### config.mk
export PLATFORM = sky130hd
export DESIGN_NAME = register_file
export DESIGN_NICKNAME = d
export VERILOG_FILES = /design/src/rtl/regfile_pkg.sv /design/src/rtl/regfile_read_port.sv /design/src/rtl/register_file.sv
export SDC_FILE = /design/constraint.sdc
export NUM_CORES = 2
export LEC_CHECK = 0
export ABC_CLOCK_PERIOD_IN_PS = 3300
export CAP_MARGIN = 20
export CORE_MARGIN = 1.5
export CORE_UTILIZATION = 25
export DETAILED_ROUTE_END_ITERATION = 8
export PLACE_DENSITY = 0.46
export SETUP_SLACK_MARGIN = 0.4
export SYNTH_ARGS = -nofsm -noshare
export SYNTH_HDL_FRONTEND = slang
export SYNTH_SLANG_ARGS = --single-unit
### constraint.sdc
create_clock -name clk -period 3.3 [get_ports clk]
set_input_delay 0.66 -clock clk [delete_from_list [all_inputs] [get_ports clk]]
set_output_delay 0.66 -clock clk [all_outputs]
set_load 0.02 [all_outputs]
### src/rtl/regfile_pkg.sv
// Shared constants and types for the architectural register file.
// Default widths, derived register count, index type and the hardwired zero index.
package regfile_pkg;

  localparam int BIT_WIDTH_DEF  = 32;
  localparam int ADDR_WIDTH_DEF = 5;
  localparam int NUM_REGS       = 2 ** ADDR_WIDTH_DEF;

  typedef logic [ADDR_WIDTH_DEF-1:0] reg_idx_t;

  localparam reg_idx_t ZERO_REG = '0;

endpackage

### src/rtl/regfile_read_port.sv
// One combinational read port: index decode, zero-register force and, when
// REGFILE_BYPASS_EN is defined, write-through bypass of the in-flight write.
module regfile_read_port
  import regfile_pkg::*;
#(
  parameter int BIT_WIDTH  = BIT_WIDTH_DEF,
  parameter int ADDR_WIDTH = ADDR_WIDTH_DEF
) (
  input  logic [(2**ADDR_WIDTH)-1:0][BIT_WIDTH-1:0] regs,
  input  logic [ADDR_WIDTH-1:0]                     addr,
  input  logic                                      write_en,
  input  logic [ADDR_WIDTH-1:0]                     write_addr,
  input  logic [BIT_WIDTH-1:0]                      write_data,
  output logic [BIT_WIDTH-1:0]                      data
);

  always_comb begin
    data = regs[addr];
    if (addr == ADDR_WIDTH'(ZERO_REG)) begin
      data = '0;
    end
`ifdef REGFILE_BYPASS_EN
    // write_en is already qualified against index 0 by the top
    else if (write_en && (write_addr == addr)) begin
      data = write_data;
    end
`endif
  end

`ifndef REGFILE_BYPASS_EN
  logic unused_ok;
  assign unused_ok = ^{write_en, write_addr, write_data};
`endif

endmodule

### src/rtl/register_file.sv
// Architectural register file: 2 combinational read ports, 1 synchronous write port,
// register 0 hardwired to zero. Optional write-through bypass: REGFILE_BYPASS_EN.
module register_file
  import regfile_pkg::*;
#(
  parameter int BIT_WIDTH  = BIT_WIDTH_DEF,
  parameter int ADDR_WIDTH = ADDR_WIDTH_DEF
) (
  input  logic                  clk,
  input  logic                  resetN,
  input  logic                  regWrite,
  input  logic [ADDR_WIDTH-1:0] writeAddr,
  input  logic [BIT_WIDTH-1:0]  writeData,
  input  logic [ADDR_WIDTH-1:0] readAddr1,
  input  logic [ADDR_WIDTH-1:0] readAddr2,
  output logic [BIT_WIDTH-1:0]  readData1,
  output logic [BIT_WIDTH-1:0]  readData2
);

  localparam int NREGS = 2 ** ADDR_WIDTH;

  logic [NREGS-1:0][BIT_WIDTH-1:0] regs;
  logic                            write_en;

  assign write_en = regWrite && (writeAddr != ADDR_WIDTH'(ZERO_REG));

  always_ff @(posedge clk or negedge resetN) begin
    if (!resetN) begin
      for (int i = 0; i < NREGS; i++) begin
        regs[i] <= '0;
      end
    end else if (write_en) begin
      regs[writeAddr] <= writeData;
    end
  end

  regfile_read_port #(
    .BIT_WIDTH (BIT_WIDTH),
    .ADDR_WIDTH(ADDR_WIDTH)
  ) u_read_port1 (
    .regs      (regs),
    .addr      (readAddr1),
    .write_en  (write_en),
    .write_addr(writeAddr),
    .write_data(writeData),
    .data      (readData1)
  );

  regfile_read_port #(
    .BIT_WIDTH (BIT_WIDTH),
    .ADDR_WIDTH(ADDR_WIDTH)
  ) u_read_port2 (
    .regs      (regs),
    .addr      (readAddr2),
    .write_en  (write_en),
    .write_addr(writeAddr),
    .write_data(writeData),
    .data      (readData2)
  );

endmodule

==> summary.md <==
| Metric | Value |
|---|---|
| Outcome | completed |
| Final period util | 99.4% |
| Netlist cell types | 35 |
| Io pins | about 110 |
| Final setup fails | 0 |
| Slowest-stage cell, CP | mux4_2 |
| Core ar. | 215000 µm² |
| Final core utilization | 33.2% |
| Global-route wire length before repair | between 300000 and 400000 µm |
| Rel. slew slack | 29.7% |
| Vias in the first global route | 38300 |
| Async SR Flop Fraction | 100% |
| Area of the multi-input gates | 28900 µm² |
| Kind of critical path | input port to output port |
| Initial DRT Pass Iterations | 5 |
| Fillcell total | 20900 |
| CP Cell Sequence | buf_16, buf_16, buf_16, buf_12, mux4_2, mux2i_1, a221o_1, a31oi_2, buf_4, buf_6 |
| # rows | 170 |
| Largest Register | regs |
| Largest regs | regs: 1024 flops |
| TritonCTS clock tree | built |
| Crit path from | readAddr2[0] |
| Crit path required time | 2640 ps |
| Crit path max fanout | 7 |
| Area Overhead vs Synth | 31.7% |
| Worst slew pin tran | approximately 1100 ps |
| RSZ-0062 raised after global routing | true |
| Sequential area share after synthesis | 47.2% |
| Avg Cell Area, Syn | 15.2 µm² |
| Critical Path AT | 2620 ps |
| Warnings from Yosys | 0 |
| Most used DFF post-synth | dfrtp_1 |
| Gr usage total | 19.7% |
| Total CTS buffers | 115 |
| Final ANT Viol Nets | 0 |
| Die ar. | around 220000 µm² |
| Hold Slack | 397 ps |
| Routability cong. | 0.812 |
| Hold Crit Class | flop to flop |
| Share of cells above drive strength 1 | between 60% and 70% |
| Synth Register Bits | roughly 1000 |
| Die X | 469 µm |
| R2r setup slk | 2350 ps |
| Detailed placer's ending HPWL | 142000 µm |
| IO buf count | 113 |
| Drc violations | 0 |
| Post-Synthesis Cells | about 3600 |
| Max stage delay on crit path | 480 ps |
| Routed wire length | 217000 µm |
| Iter 0 DRT Violations | roughly 2600 |
| Cells on worst reg2reg path | 2 |
| Crit start category | input port |
| CTS Sinks | 1024 |
| Max reg flops | 1024 |
| Starting Density | 25.2% |
| Post-synthesis net count | 3628 |
| Peak VDD IR | 0.456 mV |
| Reg clk slew, reported paths | around 60 ps |
| Most frequent CP cell | buf_16 |
| Number of synthesized flops with an enable pin | 0 |
| Slew Limit Fails | 0 |
| Clk buf depth | 3 |
| Largest net degree at the start of global routing | 112 |
| Via/cell ratio | 5.23 |
| Initial antenna violation count | 8 |
| CTS H-tree depth | 3 |
| Max cap viols | 0 |
| Clk_lat worst skew | 750 ps |
| Final #Nets | 4070 |
| Die height | ~470 µm |
| Crit. End Element | output port |
| R2r endpoint | regs[735]$_DFFE_PN0P_ |
| Synthesized area | 54300 µm² |
| Final hold violations | 0 |
| Vias | 36400 |
| Routed wire per std cell | 31.1 µm |
| Register area | 25600 µm² |
| Reg2reg start | regs[735]$_DFFE_PN0P_ |
| Crit path capture | readData2[13] |
| Gr ovfl total | 0 |
| Maximum clock rate | around 0.30 GHz |
| Skew final | 0 ps |
| Pwr/cell area | 564 nW/µm² |
| LEAKAGE | between 30 and 40 nW |
| Root Buffer | clkbuf_16 |
| Post-layout min period | 3280 ps |
-- worst max-delay path: cells and delay by family --
kind	cells	cell delay, ps
buffers and inverters	6	940
AO/OA/AOI/OAI	2	330
multiplexers	2	650
-- where the power goes --
part           switching [mW]  internal [mW]
clock                    5.70           8.20
sequential               1.88           15.0
combinational            3.92           5.69
-- worst min path at each step --
stage / from / end / slack (ps) / cells after the start
after floorplan: resetN / regs[0]$_DFFE_PN0P_ / 360 / 0
after global placement: regs[18]$_DFFE_PN0P_ / regs[18]$_DFFE_PN0P_ / 380 / 0
after detailed placement: regs[17]$_DFFE_PN0P_ / regs[17]$_DFFE_PN0P_ / 380 / 0
after CTS: resetN / regs[638]$_DFFE_PN0P_ / 380 / 2
after global routing: regs[29]$_DFFE_PN0P_ / regs[29]$_DFFE_PN0P_ / 410 / 0
final: regs[14]$_DFFE_PN0P_ / regs[14]$_DFFE_PN0P_ / 400 / 0
-- logic make-up (layout without fill, tap and decap cells) --
group / count (synthesis) / in the layout / share of synthesized area [%]
mux: 1664 / 1664 / 43.3
flops: 1024 / 1024 / 47.2
buf+inv: 425 / 966 / 3.73
compound gates: 337 / 337 / 4.58
simple gates: 128 / 128 / 1.18
other cells: 0 / 5 / 0
-- cells in the mapped netlist (all sizes together) (4+ instances only) --
library cell  number  area [µm²]
dfrtp           1024       25600
mux4             448       10100
nor3b              4        30.0
a221oi            49         429
clkbuf           217         815
a22oi             64         480
a211oi            32         240
mux2            1024       11500
nand3b             4        30.0
buf              206        1200
o21ai             81         405
o2111ai           15         131
mux2i            192        1920
a221o             32         320
nor2              24        90.1
nand2             46         173
a31oi             32         200
nor2b             37         231
a311oi            32         280
-- routing by layer --
layer	share of wire, %	up-vias	wire length, µm	GRT usage, %
met5	0.0060	-	13	0
li1	-	14900	-	-
met2	50	994	108000	33.8
met4	3.7	2	8110	6.66
met3	3.7	299	8120	1.92
met1	43	20200	92100	25.8
-- layout by cell type, fill, tap and decap left out, drive strengths merged, types with 15 or more instances in the layout --
cell,netlist,layout
o21ai,81,81
nand2,46,46
a311oi,32,32
dfrtp,1024,1024
clkinv,0,29
nor2,24,24
a31oi,32,32
buf,206,703
a22oi,64,64
clkbuf,217,166
o2111ai,15,15
mux2,1024,1024
a211oi,32,32
mux2i,192,192
mux4,448,448
a221oi,49,49
clkdlybuf4s50,0,38
a221o,32,32
nor2b,37,37
-- timing repair --
item | in CTS | in global routing
pin swaps | 95 | 66
cloned | 14 | 2
gates resized for setup | 561 | 156
endpoints found under the hold margin | 30 | 0
hold buffers | 1 | 0
buffers inserted | 79 | 58
endpoints found under the setup margin | 64 | 64
-- stage by stage --
step                setup TNS [ps]  setup slack, ps  power, mW  cell area (µm²)  instances
global placement            -17740             -465       25.4            62900       6585
CTS                          -21.9            -12.2       40.4            70200       6895
finish                           0             18.6       40.3            71500       6962
floorplan                        0              402       22.1            54700       3578
detailed placement          -17320             -446       25.5            62900       6585
global route                 -30.5            -25.4       42.0            71500       6961
-- layout make-up --
type	count	area share (%)
clock buffer	163	4.73
tap	2838	4.96
timing repair buffer	748	13.1
multi-input combinational	2129	40.4
inverter	2	0.0315
clock inverter	53	0.938
antenna	5	0.0175
sequential	1024	35.8
(Power assumes the default switching activity.)
